**config.mk**
```make
export PLATFORM = sky130hd
export DESIGN_NAME = pc_sequencer
export DESIGN_NICKNAME = d
export VERILOG_FILES = /design/src/rtl/pc_sequencer.sv
export SDC_FILE = /design/constraint.sdc
export NUM_CORES = 1
export LEC_CHECK = 0
export ABC_AREA = 1
export BUFFER_PORTS_ARGS = -buffer_cell sky130_fd_sc_hd__buf_4
export CAP_MARGIN = 30
export CORE_MARGIN = 1
export CORE_UTILIZATION = 45
export CTS_CLUSTER_SIZE = 30
export DETAILED_ROUTE_END_ITERATION = 6
export HOLD_SLACK_MARGIN = 0.03
export PLACE_DENSITY_LB_ADDON = 0.15
export SKIP_LAST_GASP = 1
export SLEW_MARGIN = 20
export SYNTH_ARGS = -nofsm -noshare
export SYNTH_HDL_FRONTEND = slang
export SYNTH_SLANG_ARGS = --single-unit
```
**constraint.sdc**
```tcl
create_clock -name clk -period 5.5 [get_ports clk]
set_input_delay 0.55 -clock clk [delete_from_list [all_inputs] [get_ports clk]]
set_output_delay 0.55 -clock clk [all_outputs]
set_load 0.02 [all_outputs]
```
**src/rtl/pc_sequencer.sv**
```systemverilog
// Program-counter and instruction-fetch sequencer. Selects and registers the next PC, drives the fetch handshake and counts taken control transfers.
// Optional misaligned-target trap: define MISALIGN_TRAP_EN.
module pc_sequencer #(
    parameter int                XLEN     = 32,
    parameter logic [XLEN-1:0]   RESET_PC = 32'h0000_0000,
    parameter int                CNT_W    = 16
) (
    input  logic             clk,
    input  logic             reset,
    input  logic             imem_ack,
    input  logic             stall,
    input  logic [1:0]       branch_type,
    input  logic             cond_satisfied,
    input  logic [XLEN-1:0]  imm,
    input  logic [XLEN-1:0]  rs1_val,
    output logic [XLEN-1:0]  pc,
    output logic [XLEN-1:0]  link_addr,
    output logic             imem_req,
    output logic             instr_valid,
    output logic             redirect,
    output logic [CNT_W-1:0] taken_cnt,
    output logic             misalign_err
);

    typedef enum logic [1:0] {
        ST_BOOT  = 2'b00,
        ST_FETCH = 2'b01,
        ST_EXEC  = 2'b10,
        ST_HALT  = 2'b11
    } state_t;

    state_t            state_r;
    state_t            state_next_s;
    logic [XLEN-1:0]   pc_r;
    logic [CNT_W-1:0]  cnt_r;
    logic [XLEN-1:0]   pc_plus4_s;
    logic [XLEN-1:0]   pc_imm_s;
    logic [XLEN-1:0]   jalr_sum_s;
    logic [XLEN-1:0]   target_s;
    logic [XLEN-1:0]   load_pc_s;
    logic              taken_s;
    logic              commit_s;
    logic              redirect_s;
    logic              trap_s;
    logic              imem_req_s;
    logic              instr_valid_s;

    assign pc_plus4_s = pc_r + XLEN'(32'd4);
    assign pc_imm_s   = pc_r + imm;
    assign jalr_sum_s = rs1_val + imm;

    // Target selection by branch type; cond_satisfied only matters for conditional branches
    always_comb begin
        taken_s  = 1'b0;
        target_s = pc_plus4_s;
        case (branch_type)
            2'b00: begin
                taken_s  = 1'b0;
                target_s = pc_plus4_s;
            end
            2'b01: begin
                if (cond_satisfied) begin
                    taken_s  = 1'b1;
                    target_s = pc_imm_s;
                end else begin
                    taken_s  = 1'b0;
                    target_s = pc_plus4_s;
                end
            end
            2'b10: begin
                taken_s  = 1'b1;
                target_s = pc_imm_s;
            end
            2'b11: begin
                taken_s  = 1'b1;
                target_s = jalr_sum_s & {{(XLEN-1){1'b1}}, 1'b0};
            end
            default: begin
                taken_s  = 1'b0;
                target_s = pc_plus4_s;
            end
        endcase
    end

    assign commit_s   = (state_r == ST_EXEC) && !stall;
    assign redirect_s = commit_s && taken_s;

`ifdef MISALIGN_TRAP_EN
    logic misalign_r;

    // A taken transfer to a non-word-aligned target halts instead of loading pc
    assign trap_s    = redirect_s && target_s[1];
    assign load_pc_s = target_s;

    // Sticky trap flag, cleared only by reset
    always_ff @(posedge clk) begin
        if (reset) begin
            misalign_r <= 1'b0;
        end else if (trap_s) begin
            misalign_r <= 1'b1;
        end
    end

    assign misalign_err = misalign_r;
`else
    assign trap_s       = 1'b0;
    assign load_pc_s    = target_s & {{(XLEN-2){1'b1}}, 2'b00};
    assign misalign_err = 1'b0;
`endif

    // Next-state logic
    always_comb begin
        state_next_s = state_r;
        case (state_r)
            ST_BOOT: begin
                state_next_s = ST_FETCH;
            end
            ST_FETCH: begin
                if (imem_ack) begin
                    state_next_s = ST_EXEC;
                end else begin
                    state_next_s = ST_FETCH;
                end
            end
            ST_EXEC: begin
                if (stall) begin
                    state_next_s = ST_EXEC;
                end else if (trap_s) begin
                    state_next_s = ST_HALT;
                end else begin
                    state_next_s = ST_FETCH;
                end
            end
            ST_HALT: begin
                state_next_s = ST_HALT;
            end
            default: begin
                state_next_s = ST_BOOT;
            end
        endcase
    end

    // State, pc and saturating taken counter registers
    always_ff @(posedge clk) begin
        if (reset) begin
            state_r <= ST_BOOT;
            pc_r    <= RESET_PC;
            cnt_r   <= {CNT_W{1'b0}};
        end else begin
            state_r <= state_next_s;
            if (commit_s && !trap_s) begin
                pc_r <= load_pc_s;
            end
            if (redirect_s && !trap_s && !(&cnt_r)) begin
                cnt_r <= cnt_r + CNT_W'(1'b1);
            end
        end
    end

    // Strobe decode from the current state
    always_comb begin
        imem_req_s    = 1'b0;
        instr_valid_s = 1'b0;
        case (state_r)
            ST_BOOT: begin
                imem_req_s    = 1'b0;
                instr_valid_s = 1'b0;
            end
            ST_FETCH: begin
                imem_req_s    = 1'b1;
                instr_valid_s = 1'b0;
            end
            ST_EXEC: begin
                imem_req_s    = 1'b0;
                instr_valid_s = 1'b1;
            end
            ST_HALT: begin
                imem_req_s    = 1'b0;
                instr_valid_s = 1'b0;
            end
            default: begin
                imem_req_s    = 1'b0;
                instr_valid_s = 1'b0;
            end
        endcase
    end

    assign pc          = pc_r;
    assign link_addr   = pc_plus4_s;
    assign imem_req    = imem_req_s;
    assign instr_valid = instr_valid_s;
    assign redirect    = redirect_s;
    assign taken_cnt   = cnt_r;

endmodule

```
==> results of run 1 <==
==> power groups by stage <==
stage	Clock, uW	Sequential [uW]	Combinational (uW)
6_report	375	373	536
5_1_grt	388	374	603
4_1_cts	378	373	530
3_5_place_dp	0	381	527
3_3_place_gp	0	381	525
2_1_floorplan	0	381	343
==> layer usage <==
layer	wire length (microns)	vias up	part of all wire [%]
met5	0	-	0
met3	2200	57	7.3
met4	1360	0	4.5
met2	13100	414	44
met1	13500	4372	45
li1	-	5181	-
==> worst max-delay path, stage by stage (launching register included) <==
cell,delay [ns]
dfxtp_1,0.63
ha_1,0.42
nand3_1,0.14
inv_1,0.21
nand2_1,0.11
nor2_2,0.24
xor2_1,0.28
buf_4,0.20
==> sequential cells by signal, indices dropped and copies added (netlist names) <==
signal and cells:
pc 30, state_r 2, taken_cnt 16
==> through the flow <==
stage               utilization (%)  setup slack [ns]  instance area (sq um)  instances
detailed placement             53.8              2.46                   9370       1951
global route                   54.8              2.27                   9540       1959
global placement               53.8              2.49                   9370       1951
finish                         54.8              2.41                   9540       1959
CTS                            54.8              2.50                   9540       1959
floorplan                         -              3.19                   8090       1599
==> worst max-delay path by stage <==
| stage | start | endpoint | slack [ns] | cells after the start |
|---|---|---|---|---|
| 3_3_place_gp | cond_satisfied | pc[18] | 2.49 | 10 |
| 2_1_floorplan | pc[2] | link_addr[18] | 3.19 | 6 |
| 5_1_grt | pc[2] | link_addr[8] | 2.27 | 7 |
| 6_report | pc[2] | link_addr[8] | 2.41 | 7 |
| 3_5_place_dp | cond_satisfied | pc[6] | 2.46 | 10 |
| 4_1_cts | pc[2] | link_addr[8] | 2.50 | 7 |
==> logic make-up after synthesis <==
logic type,Yosys count,share of synthesized area (%)
fa+ha+maj,62,9.70
flops,48,11.9
other cells,1,0.0464
simple gates,964,49.6
buf+inv,366,17.7
compound gates,134,8.94
xor+xnor,20,2.17
==> cells in the mapped netlist, drive strengths merged, types with 2 or more instances <==
library cell / count
o211ai: 5
nor2: 160
or2: 9
nand3: 127
ha: 61
o2111ai: 4
dfxtp: 48
nor3: 22
a21oi: 80
and2: 3
nand4: 20
inv: 341
nand3b: 14
xor2: 19
nor3b: 4
and3: 2
clkbuf: 13
buf: 10
o21ai: 37
o21bai: 5
nand2: 602
==> final cells by class <==
type                       instances  area share (%)
multi-input combinational       1185            59.8
inverter                         342            13.5
timing repair buffer             151            11.9
sequential                        48            10.1
tap                              225            2.95
clock buffer                       5            1.31
clock inverter                     3           0.485
==> results.toml, run 1 <==
[final_layout]
drive_gt1_share_pct = 10.7
antenna_cells = 0
multi_input_area_sq_um = 5710
synthToLayoutAreaGrowth_pct = 18.1
ff_latch_area_sq_um = 961
nets = 1866
layout_common_cells = "nand2_1 (598), inv_1 (339), nor2_1 (154)"
n_fill_cell = 1973
mostFrequentLayoutCell = "nand2_1"

[timing]
rsz0062_at_grt = "no"
finalCriticalPeriod_ns = 3.09
fmax_mhz = 324
slew_viol_final = 0
finalHoldViolations = 0
min_period_over_period_pct = 56.2
relSlewSlack_pct = 48.4
timing.hold.ws_ns = 0.449
fin_tns_setup_ns = 0
finalClockSkew_ns = 0.00360
tightest_slew_ns = 0.774
setup_violations = 0

[clock_tree]
clk_latency_ns = 0.30
postCtsSetupBuffers = 0
clock_sinks = 48
cts_root_buffer = "clkbuf_16"
htreeDepth = 2
clk_pin_slew_ns = 0.07
cts_hold_buf = 0
cts_tree = "built"
cts_resized = 0
cts_buffers = 5
cts_max_path_buffers = 2

[synthesis]
synthesis.area_sq_um = 8080
synth_top_cell_area_share_pct = 27.8
yosysWarnings = 0
synth_area_leaders = "nand2_1 (28%), inv_1 (16%), dfxtp_1 (12%), ha_1 (9.5%), nand3_1 (7.8%)"
ys_seq_elements = 48
synth.distinct_cells = 40
synthArstFlopShare_pct = 0
yosysTopAreaCell = "nand2_1"
synth_ff_type = "dfxtp_1"
syn_area_per_cell_sq_um = 5.06
synth_edf_count = 0
ys_seq_area_share_pct = 11.9
syn_inst = 1595

[power_and_ir_drop]
p_comb_share_pct = 41.7
power.share.clock_pct = 29.2
power.total_uw = 1280
p_sw_share_pct = 40.9
power_switching_uw = 525
vdd_ir_drop_max_mv = 0.115
power_leakage_uw = 0.00577
powerDensity_nw_per_um2 = 135
p_int_uw = 758
pwr-share-seq_pct = 29.1

[floorplan]
fp.dieW_microns = 136
start_util_pct = 46.4
die_y_microns = 136
fp.dieArea_sq_um = 18500
core_sq_um = 17400
io_pins = 155
rows = 48

[drt]
wl_per_cell_microns = 15.4
first_pass_iters = 5
drc = 0
postRouteAntennaNets = 0
routed_via_density = 5.12
drt_iter0_drc = 797
vias = 10024
routed_wirelength_microns = 30200

[grt]
busiest_layer = "met2"
antenna_found_initial = 0
met1_usage_pct = 44.7
grtUsageTotal_pct = 33.3
grt_pass1_vias = 9094
grt_max_degree = 42
overflow = 0
grt_first_pass_wirelength_microns = 47300
grt_use_met3_pct = 3.99
grt_use_met2_pct = 53.5

[setup_path]
cp_max_fo = 10
r2r_setup_slack_ns = 2.81
reg2regPathDepth = 15
cp-start-kind = "flop"
rr_endpoint = "pc[30]"
required_ns = 4.95
end_kind = "output port"
critPathKind = "reg2out"
critPathArrivalTime_ns = 2.54
reg2reg_from = "pc[2]"

[placed_design]
dp_hpwl_microns = 25600
gp_congestion = 0.976
io_buffers = 149

[hold_path]
hold_path_depth = 2
hold_class = "in2reg"
holdPathEnd = "state_r[0]"
hp-start = "imem_ack"

[run_status]
status = "complete, no violations"

[run]
maxCapViolations = 0
(Power assumes the default switching activity.)
==> run 2, diff against run 1 <==
==> constraint.sdc (replaced) <==
create_clock -name clk -period 3.17 [get_ports clk]
set_input_delay 0.317 -clock clk [delete_from_list [all_inputs] [get_ports clk]]
set_output_delay 0.317 -clock clk [all_outputs]
set_load 0.02 [all_outputs]
==> results.toml, run 2 (synthesis gave the netlist of run 1 again) <==
[run]
maxCapViolations = 0

[timing]
min_period_over_period_pct = 92.4
fmax_mhz = 341
timing.hold.ws_ns = 0.209
fin_tns_setup_ns = 0
finalCriticalPeriod_ns = 2.93
setup_violations = 0
rsz0062_at_grt = "no"
tightest_slew_ns = 0.772
slew_viol_final = 0
relSlewSlack_pct = 48.5
finalHoldViolations = 0
finalClockSkew_ns = 0.00462

[setup_path]
path_cells = "ha_1 -> nand3_1 -> inv_1 -> nand2_1 -> nor2_2 -> xor2_1 -> buf_4"
cpPeakStageDelay_ns = 0.62
cp_slowest_cell = "dfxtp_1"
required_ns = 2.85
critPathKind = "reg2out"
critical_path.n_buffers_inverters = 2
cp-start-kind = "flop"
cp_max_fo = 10
end_kind = "output port"
cp_top_family = "flip-flops"
critPathArrivalTime_ns = 2.61

[grt]
grtUsageTotal_pct = 33.5
grt_max_degree = 37
antenna_found_initial = 0
grt_pass1_vias = 9007
grt_first_pass_wirelength_microns = 47100
overflow = 0

[clock_tree]
cts_max_path_buffers = 2
cts_resized = 0
clock_sinks = 48
cts_buffers = 5
htreeDepth = 2
cts_tree = "built"
clk_pin_slew_ns = 0.07
clk_latency_ns = 0.30
cts_root_buffer = "clkbuf_16"
postCtsSetupBuffers = 0
cts_hold_buf = 0

[drt]
wl_per_cell_microns = 15.5
wl_met1_microns = 13500
drt_iter0_drc = 813
top_layer = "met4"
postRouteAntennaNets = 0
vias = 10005
wl_met3_microns = 2430
first_pass_iters = 5
dr_wl_met2_microns = 13300
routed_wirelength_microns = 30500
routed_via_density = 5.09
drc = 0

[run_status]
status = "complete, no violations"

[final_layout]
nets = 1871
drive_gt1_share_pct = 10.9
mostFrequentLayoutCell = "nand2_1"
fin_area_sq_um = 9580
largest_reg_flops = 30
synthToLayoutAreaGrowth_pct = 18.6
layout_common_cells = "nand2_1 (598), inv_1 (340), buf_4 (156)"
utilization_pct = 55.0
antenna_cells = 0

[placed_design]
dpl_cell_area_sq_um = 9410
io_buffers = 149
gp_congestion = 0.991
dp_hpwl_microns = 26000

[floorplan]
io_pins = 155
core_sq_um = 17400
die_y_microns = 136
fp.dieW_microns = 136
start_util_pct = 46.4
rows = 48
fp.dieArea_sq_um = 18500

[power_and_ir_drop]
power.share.clock_pct = 29.0
powerDensity_nw_per_um2 = 232
p_sw_share_pct = 40.7
p_comb_share_pct = 42.0
vdd_ir_drop_max_mv = 0.222
power_leakage_uw = 0.00580
p_int_uw = 1320
power_switching_uw = 904
pwr-share-seq_pct = 29.0

[hold_path]
hold_class = "in2reg"
[run 2: metal layers]
layer  GRT usage, %  up-vias
li1               -     5184
met3           5.89       54
met5              0        -
met4           13.4        0
met1           44.2     4363
met2           53.6      404
[run 2: layout make-up]
class | count | area, sq um
fill | 1977 | 7840
multi-input combinational | 1185 | 5710
inverter | 342 | 1280
timing repair buffer | 156 | 1170
sequential | 48 | 961
tap | 225 | 282
clock buffer | 5 | 125
clock inverter | 3 | 47.5
[run 2: power by group through the flow]
stage	combinational (uW)	sequential (uW)	clock [uW]
after floorplan	595	661	0
after global placement	917	657	0
after detailed placement	919	657	0
after CTS	924	643	646
after global routing	1040	646	672
final	932	644	645
[run 2: per-stage QoR]
stage	std cells	total power, uW	setup WS, ns
floorplan	1599	1260	0.920
global placement	1956	1570	0.545
detailed placement	1956	1580	0.519
CTS	1964	2210	0.365
global route	1964	2360	0.134
finish	1964	2220	0.241
[run 2: final timing paths]
check,from,endpoint,slack [ns],depth (start not counted)
setup reg to reg,pc[2],pc[26],0.42,15
hold / removal,imem_ack,state_r[0],0.21,2
setup / recovery,pc[2],link_addr[8],0.24,7
hold reg to reg,taken_cnt[5],taken_cnt[5],0.51,2
